`config.mk`:
```
export PLATFORM = sky130hd
export DESIGN_NAME = vector_unpack_32
export DESIGN_NICKNAME = d
export VERILOG_FILES = /design/src/rtl/vector_unpack_32.sv
export SDC_FILE = /design/constraint.sdc
export NUM_CORES = 1
export LEC_CHECK = 0
export ABC_AREA = 1
export CORE_MARGIN = 2
export CORE_UTILIZATION = 56
export DETAILED_ROUTE_END_ITERATION = 6
export HOLD_SLACK_MARGIN = 0.15
export PLACE_DENSITY = 0.95
export RECOVER_POWER = 25
export REMOVE_ABC_BUFFERS = 1
export SLEW_MARGIN = 20
export SYNTH_ARGS = -nofsm -noshare
export SYNTH_HDL_FRONTEND = slang
export SYNTH_SLANG_ARGS = --single-unit
```
`constraint.sdc`:
```
create_clock -name clk -period 13.2 [get_ports clk]
set_input_delay 3.3 -clock clk [delete_from_list [all_inputs] [get_ports clk]]
set_output_delay 3.3 -clock clk [all_outputs]
set_load 0.005 [all_outputs]
```
`src/rtl/vector_unpack_32.sv`:
```
// De-interleaves a 64-bit merged source into odd (S_OUT) and even (T_OUT) element vectors,
// one element per clock, under a start/done handshake.
//
// state | meaning
// IDLE  | waiting for start; outputs hold the last result
// RUN   | routing element idx of the captured source into S_OUT/T_OUT
// DONE  | one-cycle done pulse, results valid
module vector_unpack_32 #(
   parameter int WORD_W = 32
) (
   input  logic              clk,
   input  logic              reset,
   input  logic              start,
   input  logic              MODE,
   input  logic [WORD_W-1:0] VY_hi,
   input  logic [WORD_W-1:0] VY_lo,
   output logic              busy,
   output logic              done,
   output logic [WORD_W-1:0] S_OUT,
   output logic [WORD_W-1:0] T_OUT
);

   typedef enum logic [1:0] {IDLE, RUN, DONE} state_t;

   state_t              state_q, state_d;
   logic [2:0]          idx_q, idx_d;
   logic [2*WORD_W-1:0] src_q, src_d;
   logic                mode_q, mode_d;
   logic [WORD_W-1:0]   s_q, s_d, t_q, t_d;
   logic                last;
   logic [7:0]          byte_sel;
   logic [15:0]         half_sel;

   assign byte_sel = src_q[{idx_q, 3'b000} +: 8];
   assign half_sel = src_q[{idx_q[1:0], 4'b0000} +: 16];
   assign last     = mode_q ? (idx_q == 3'd3) : (idx_q == 3'd7);

   always_ff @(posedge clk or posedge reset) begin
      if (reset) begin
         state_q <= IDLE;
         idx_q   <= '0;
         src_q   <= '0;
         mode_q  <= 1'b0;
         s_q     <= '0;
         t_q     <= '0;
      end else begin
         state_q <= state_d;
         idx_q   <= idx_d;
         src_q   <= src_d;
         mode_q  <= mode_d;
         s_q     <= s_d;
         t_q     <= t_d;
      end
   end

   always_comb begin
      state_d = state_q;
      idx_d   = idx_q;
      src_d   = src_q;
      mode_d  = mode_q;
      s_d     = s_q;
      t_d     = t_q;
      case (state_q)
         IDLE: begin
            if (start) begin
               state_d = RUN;
               src_d   = {VY_hi, VY_lo};
               mode_d  = MODE;
               idx_d   = '0;
               s_d     = '0;
               t_d     = '0;
            end
         end
         RUN: begin
            // odd elements go to S, even to T; lane is idx/2 in either mode
            if (mode_q) begin
               if (idx_q[0]) s_d[{idx_q[1], 4'b0000} +: 16] = half_sel;
               else          t_d[{idx_q[1], 4'b0000} +: 16] = half_sel;
            end else begin
               if (idx_q[0]) s_d[{idx_q[2:1], 3'b000} +: 8] = byte_sel;
               else          t_d[{idx_q[2:1], 3'b000} +: 8] = byte_sel;
            end
            if (last) state_d = DONE;
            else      idx_d   = idx_q + 3'd1;
         end
         DONE:    state_d = IDLE;
         default: state_d = IDLE;
      endcase
   end

   assign busy  = (state_q == RUN);
   assign done  = (state_q == DONE);
   assign S_OUT = s_q;
   assign T_OUT = t_q;

endmodule
```
Yosys cells after proc, flatten, opt, wreduce, memory -nomap -nowiden
Index checks and enable logic that the tools add are counted.
{"block": "totals", "regBits": 134, "output_inout_bits": 66, "in_bits": 68}
{"block": "op_classes", "reduce_logical": 7, "n_shift": 6, "mux": 20, "addsub": 3, "n_eq_ne": 9}
{"operator": "2-to-1 mux 32 bit", "count": 7}
{"operator": "bitwise mux 32 bit", "count": 4}
{"operator": "one-hot mux 32 bit (2 select lines)", "count": 2}
{"operator": "variable part select 64 x 7 -> 16 bit", "count": 1}
{"operator": "variable part select 64 x 7 -> 8 bit", "count": 1}
{"operator": "variable shift 16 x 7 -> 32 bit, first input constant", "count": 1}
{"operator": "variable shift 8 x 7 -> 32 bit, first input constant", "count": 1}
{"operator": "variable part select 16 x 7 -> 32 bit", "count": 1}
{"operator": "variable part select 8 x 7 -> 32 bit", "count": 1}
{"operator": "negation 5 -> 7 bit", "count": 2}
{"operator": "AND reduction 3 bit", "count": 3}
{"operator": "2-to-1 mux 3 bit", "count": 2}
{"operator": "!= test 2 bit, second input constant", "count": 3}
{"operator": "one-hot mux 3 bit (2 select lines)", "count": 1}
{"operator": "2-to-1 mux 2 bit", "count": 2}
{"operator": "!= test 2 x 1 -> 1 bit, second input constant", "count": 2}
{"operator": "one-hot mux 2 bit (2 select lines)", "count": 1}
{"operator": "AND reduction 2 bit", "count": 2}
{"operator": "adder 3 x 1 -> 3 bit, second input constant", "count": 1}
{"operator": "equality test 3 x 2 -> 1 bit, second input constant", "count": 1}
{"operator": "equality test 3 bit, second input constant", "count": 1}
{"operator": "equality test 2 x 1 -> 1 bit, second input constant", "count": 1}
{"operator": "equality test 2 bit, second input constant", "count": 1}
{"operator": "zero test 2 bit", "count": 1}
{"operator": "2 further kinds", "count": 2}

Longest topological paths before layout
{"block": "logic_depth", "depth_word": 6, "depth_mapped": 11, "depth_no_buf": 9}

Least setup slack after synthesis
Ideal clock, no wire load.
{"block": "synth_path", "path_kind": "input port to flip-flop", "start": "input port start", "end": "register t_q[0], in the netlist T_OUT[0]", "path_stages": 7, "n_path_buf": 0, "required_time_ns": 13.083, "setup_slack_ns": 9.038, "arrival_time_ns": 4.045, "setup_ns": 0.117, "path_cell_list": "nand3_2 inv_4 nor2_8 nor2_4 inv_2 nand2_1 nand2_1"}
{"block": "synth_between", "elab_chain_cells": 2}
{"element": "start, declared", "line_no": "13", "rtl": "input logic start,"}
{"element": "!= test 2 bit (no line)"}
{"element": "AND reduction 3 bit (no line)"}
{"element": "end signal, assigned", "line_no": "52", "rtl": "t_q <= t_d;"}
{"element": "end, declared", "line_no": "29", "rtl": "logic [WORD_W-1:0] s_q, s_d, t_q, t_d;"}
No other way between the ends.
A chain may end at the register's enable or synchronous reset.

Worst setup path after layout
{"block": "layout_path", "start": "input port start", "end": "register t_q[4], in the netlist T_OUT[4]"}
The elaborated chain is that of the path after synthesis.

==> flow_metrics.env <==
export IMPL_finalHoldViolations=0
export IMPL_clock_skew_ps=6.089
export IMPL_violations="capacitance limit, slew limit"
export IMPL_post_place_ws_ps=7606
export IMPL_crit_path_end_kind="register"
export IMPL_period_share_pct=56.26
export IMPL_cts_resized=0
export IMPL_start_util_pct=58.08
export IMPL_power_leakage_uw=0.004735
export IMPL_clk_transition_reported_paths_ps=60
export IMPL_vias=6866
export IMPL_worstHoldPathType="register to register"
export IMPL_critPathMaxStageDelay_ps=1950
export IMPL_routedWlPerCell_um=16.75
export IMPL_postCtsSetupBuffers=0
export IMPL_syn_area_um2=6689
export IMPL_maxSlewViolCount=120
export IMPL_cts_tree="yes"
export IMPL_arrival_ps=7780
export IMPL_nets=1121
export IMPL_drive_gt1_share_pct=7.069
export IMPL_antenna_left=0
export IMPL_drtPass1Iterations=6
export IMPL_path_cells="dlygate4sd3_1 > nand3_2 > clkbuf_1 > inv_4 > nor2_8 > nor2_4 > inv_2 > nand2_1 > nand2_1"
export IMPL_rsz0062_at_grt="false"
export IMPL_ys_types=23
export IMPL_final_common_cell="nand2_1"
export IMPL_worst_slack_ps=5774
export IMPL_status="finished, violations left"
export IMPL_worst_pin_slew_ps=2783
export IMPL_cts_sinks=134
export IMPL_rr_worst_depth=9
export IMPL_dp_hpwl_mm=12.91
export IMPL_r2r_start="state_q[1]"
export IMPL_chipHeight_um=113.3
export IMPL_drc=0
export IMPL_min_path_cells=2
export IMPL_regToRegSetupSlack_ps=8680
export IMPL_timing_max_cap_violations=2
export IMPL_rows=39
export IMPL_r2r_end="T_OUT[4]"
export IMPL_ys_flop_type="dfrtp_1"
export IMPL_ir_drop_v=0.0001088
export IMPL_cp_start_kind="input port"
export IMPL_viasPerCell=5.703
export IMPL_yosys_warnings=0
export IMPL_ys_seq_elements=134
export IMPL_critPathLaunch="start"
export IMPL_grt_max_degree=81
export IMPL_min_to="S_OUT[26]"
export IMPL_wl_mm=20.17
export IMPL_path_buf_inv=4
export IMPL_yosysSeqAreaShare_pct=50.13
export IMPL_gp_congestion=0.9610
export IMPL_diodes=0
export IMPL_core_area_um2=11520
export IMPL_clock_latency_ps=430
export IMPL_die_x_um=113.3
export IMPL_syn_to_final_growth_pct=30.79
export IMPL_fin_tns_setup_ps=0
export IMPL_async_flop_share_pct=100.0
export IMPL_setup_viol=0
export IMPL_fin_crit_ps=7426
export IMPL_final_cell_mix="596 x nand2_1, 134 x dfrtp_1, 105 x clkdlybuf4s50_1"
export IMPL_syn_instance_count=926
export IMPL_grt_pass1_vias=6760
export IMPL_grt_usage_pct=32.70
export IMPL_critical_path_top_delay_family="buffers and inverters"
export IMPL_clock_path_buffers=2
export IMPL_p_per_area_nw_per_um2=252.5
export IMPL_port_buffer_count=133
export IMPL_cpMostUsedCell="nand2_1"
export IMPL_syn_mean_instance_area_um2=7.223
export IMPL_crit_fanout=72
export IMPL_synth_edf_count=0
export IMPL_cts_hold_buf=0
export IMPL_required_ps=13560
export IMPL_h_tree_depth=4
export IMPL_min_from="S_OUT[26]"
export IMPL_drt_iter0_markers=896
export IMPL_grt_pass1_wl_mm=32.84
export IMPL_max_freq_ghz=0.1347
export IMPL_dieArea_um2=12830
export IMPL_antenna_found_initial=0
export IMPL_io_pins=134
export IMPL_worstSetupPathType="input port to register"
export IMPL_cts_root_buffer="clkbuf_16"
export IMPL_relSlewSlack_pct=-85.50
export IMPL_overflow=0
export IMPL_cp_slowest_cell="clkbuf_1"
export IMPL_cts_buffers=17
[logic make-up (layout without fill, tap and decap cells)]
kind of cell | Yosys count | after routing | synth area share, %
compound gates | 20 | 20 | 1.777
fa+ha+maj | 5 | 5 | 0.9353
buf+inv | 63 | 198 | 4.153
flops | 134 | 134 | 50.13
simple gates | 704 | 704 | 43.00
[worst register-to-register path, cell delays in order (launching register included)]
cell and delay (ps):
dfrtp_1 460, inv_2 60, nand3_2 70, clkbuf_1 1950, inv_4 960, nor2_8 480, nor2_4 120, inv_2 140
nand2_1 100, nand2_1 100
[synthesized netlist by cell type, types with 2 or more instances]
master	number	area share (%)
nor2_8	2	0.60
nand2_1	596	33
buf_2	11	0.82
inv_2	15	0.84
inv_4	2	0.19
buf_4	4	0.45
clkbuf_1	16	0.90
nor2_2	3	0.28
o21ai_2	5	0.65
dfrtp_1	134	50
nor2_4	9	1.5
nor2_1	20	1.1
nand4_1	10	0.94
nand3_1	60	4.5
ha_1	5	0.94
inv_1	13	0.73
nand3_2	2	0.30
o21ai_0	14	1.0
[state kept, by name (all words and copies together), names as in the netlist]
| signal | flops |
|---|---|
| S_OUT | 32 |
| src_q | 64 |
| mode_q | 1 |
| idx_q | 3 |
| T_OUT | 32 |
| state_q | 2 |
[through the flow]
| stage | std cells | hold WS (ps) | total power (µW) | instance area [µm²] | util (%) |
|---|---|---|---|---|---|
| global route | 1204 | 495.1 | 2337 | 8748 | 75.97 |
| detailed placement | 1172 | 464.6 | 1609 | 8064 | 70.02 |
| CTS | 1204 | 480.7 | 2192 | 8753 | 76.01 |
| global placement | 1172 | 462.3 | 1565 | 8064 | 70.02 |
| finish | 1204 | 473.9 | 2209 | 8748 | 75.97 |
| floorplan | 893 | 448.7 | 1257 | 6529 | - |
[routing by layer]
layer / part of all wire, % / GRT usage [%] / vias up
met2: 49 / 53.33 / 488
met1: 37 / 40.50 / 3172
li1: - / - / 3107
met5: 0 / 0 / -
met4: 4.8 / 18.29 / 0
met3: 9.5 / 7.231 / 99
[layout make-up]
cell class | instances | area [µm²]
clock buffer | 20 | 466.7
clock inverter | 12 | 222.7
fill | 774 | 2768
inverter | 30 | 118.9
multi-input combinational | 729 | 3058
sequential | 134 | 3353
tap | 143 | 178.9
timing repair buffer | 136 | 1350
[how the worst max path moves through the flow]
stage                 to  depth (start not counted)
6_report        T_OUT[4]                          9
5_1_grt        T_OUT[31]                          9
4_1_cts        T_OUT[13]                          9
3_5_place_dp   T_OUT[10]                          9
3_3_place_gp   T_OUT[29]                          9
2_1_floorplan   S_OUT[0]                          1
[power by group]
group | switching (µW) | internal, µW | leakage, µW
Clock | 187 | 369 | 0.000332
Sequential | 129 | 574 | 0.00175
Combinational | 619 | 331 | 0.00265
Power figures use the tool's default switching activity.
==> RTL edit: new RTL, config.mk and constraints unchanged <==
`WORD_W`: 32 -> 16.
--- a/src/rtl/vector_unpack_32.sv
+++ b/src/rtl/vector_unpack_32.sv
@@ -6,7 +6,7 @@
 // RUN   | routing element idx of the captured source into S_OUT/T_OUT
 // DONE  | one-cycle done pulse, results valid
 module vector_unpack_32 #(
-   parameter int WORD_W = 32
+   parameter int WORD_W = 16
 ) (
    input  logic              clk,
    input  logic              reset,
Ports: changed (resized S_OUT, T_OUT, VY_hi and VY_lo); port bits go from 134 to 70. The function was not compared with the original's and may differ.
==> RTL edit against the original RTL <==
- the run still ends with capacitance limit, slew limit left
- via count decreased by 52%
- sequential cell count decreased by 64
- combinational power decreased by 51%
- setup slack improved by 0.60 ns
- clock skew increased by 0.0017 ns
- routed wire length decreased by 57%
- design area decreased by 50%
- area after synthesis decreased by 49%
- die area decreased by 48%
- total power decreased by 53%
- core utilization decreased by 2.6 points
- critical path depth decreased by 6
- highest routed layer unchanged
==> RTL edit: results (changes against the original RTL) <==
[status]
status = finished, violations left
violations = capacitance limit, slew limit

[routing]
drt_iter0_drc = 408  ; -54%
post_drt_via_cell_ratio = 5.45  ; -4.5%
drt_first_pass_iters = 5  ; -1

[synthesis]
postSynthCellCount = 465  ; -50%
synth_area_leaders = dfrtp_1 51%, nand2_1 29%, o21ai_0 4.5%
ys_seq_area_share_pct = 51.3  ; +1.2 points
synthTopCellsByCount = 265 x nand2_1, 70 x dfrtp_1, 31 x o21ai_0
synth.distinct_cells = 19  ; -17%

[global_routing]
grt_max_degree = 71  ; -12%

[cells_and_area]
largest_reg_flops = 32  ; -50%
drive_gt1_share_pct = 5.98  ; -1.1 points
final_nets = 569  ; -49%
fin_cells = 610  ; -49%

[sta]
final-max-slew-violation-count = 71  ; -41%

[clocking]
clk_latency_ns = 0.36  ; -0.07 ns
root_buffer = clkbuf_8
cts_made_buffers = 9  ; -8
htreeDepth = 3  ; -1

[power_and_ir_drop]
p_leak_nw = 2.27  ; -52%
ir_worst_vdd_mv = 0.122  ; +12%

[job]
max_cap_viol_count = 1  ; -1

[placed_design]
dp_hpwl_um = 5950  ; -54%
portBuffers = 69  ; -48%
routabilityCongestion = 0.896  ; -6.7%

[critical_path]
worst-path-max-fanout = 70  ; -2.8%
slowest_delay_ns = 2.55  ; +0.60 ns
worst_ep_arrival_time_ns = 6.47  ; -1.31 ns

## RTL edit: metal layers
| layer | track usage (%) | wire (um) | share of wire (%) | vias up |
|---|---|---|---|---|
| met5 | 0 | 0 | 0 | - |
| li1 | - | - | - | 1562 |
| met4 | 12.7 | 263 | 3.0 | 0 |
| met1 | 35.4 | 3490 | 40 | 1537 |
| met3 | 6.48 | 681 | 7.8 | 34 |
| met2 | 48.4 | 4310 | 49 | 190 |
## RTL edit: power groups by stage
stage	sequential, mW	combinational [mW]	clock [mW]
after global placement	0.369	0.431	0
after global routing	0.385	0.522	0.206
final	0.376	0.465	0.197
after floorplan	0.358	0.288	0
after detailed placement	0.375	0.456	0
after CTS	0.373	0.460	0.195
## RTL edit: metrics by stage
stage	total power, mW	setup WS (ns)	utilization, %	instance area (sq um)
floorplan	0.646	8.13	-	3330
global placement	0.800	7.66	69.7	4130
detailed placement	0.831	7.50	69.7	4130
CTS	1.03	7.86	73.4	4350
global route	1.11	5.60	73.4	4340
finish	1.04	6.38	73.4	4340
## RTL edit: path summary, 6_finish.rpt
| check | to | from | slack, ns |
|---|---|---|---|
| worst min register to register | T_OUT[12] | T_OUT[12] | 0.49 |
| min in group asynchronous | src_q[7] | reset | 4.78 |
| worst max-delay path | S_OUT[11] | reset | 6.38 |
| max in group clk | src_q[11] | start | 7.79 |
| worst min-delay path | T_OUT[12] | T_OUT[12] | 0.49 |
| worst max register to register | T_OUT[1] | idx_q[1] | 10.62 |
## RTL edit: worst register-to-register path, stage by stage (launching register included)
cell and delay, ns:
dfrtp_1 0.92, inv_1 0.16, ha_1 0.36, nor2_1 0.10, nand2_1 0.06, nor2_1 0.51, nand2_1 0.13, nand2_1 0.15
nand2_1 0.06, nand2_1 0.06
## RTL edit: cell type report
type	instances	area [sq um]
Tap cell	75	93.8
Clock inverter	6	85.1
Clock buffer	10	138
Multi-Input combinational cell	350	1470
Timing Repair Buffer	70	694
Fill cell	435	1580
Inverter	29	109
Sequential cell	70	1750
## RTL edit: logic make-up (layout without fill, tap and decap cells)
kind of cell,after synthesis,in the layout,synth area share [%]
adder cells (fa/ha/maj),3,3,1.10
AO/OA/AOI/OAI,38,38,5.68
flip-flops,70,70,51.3
buffers and inverters,45,115,5.54
AND/OR/NAND/NOR,309,309,36.4
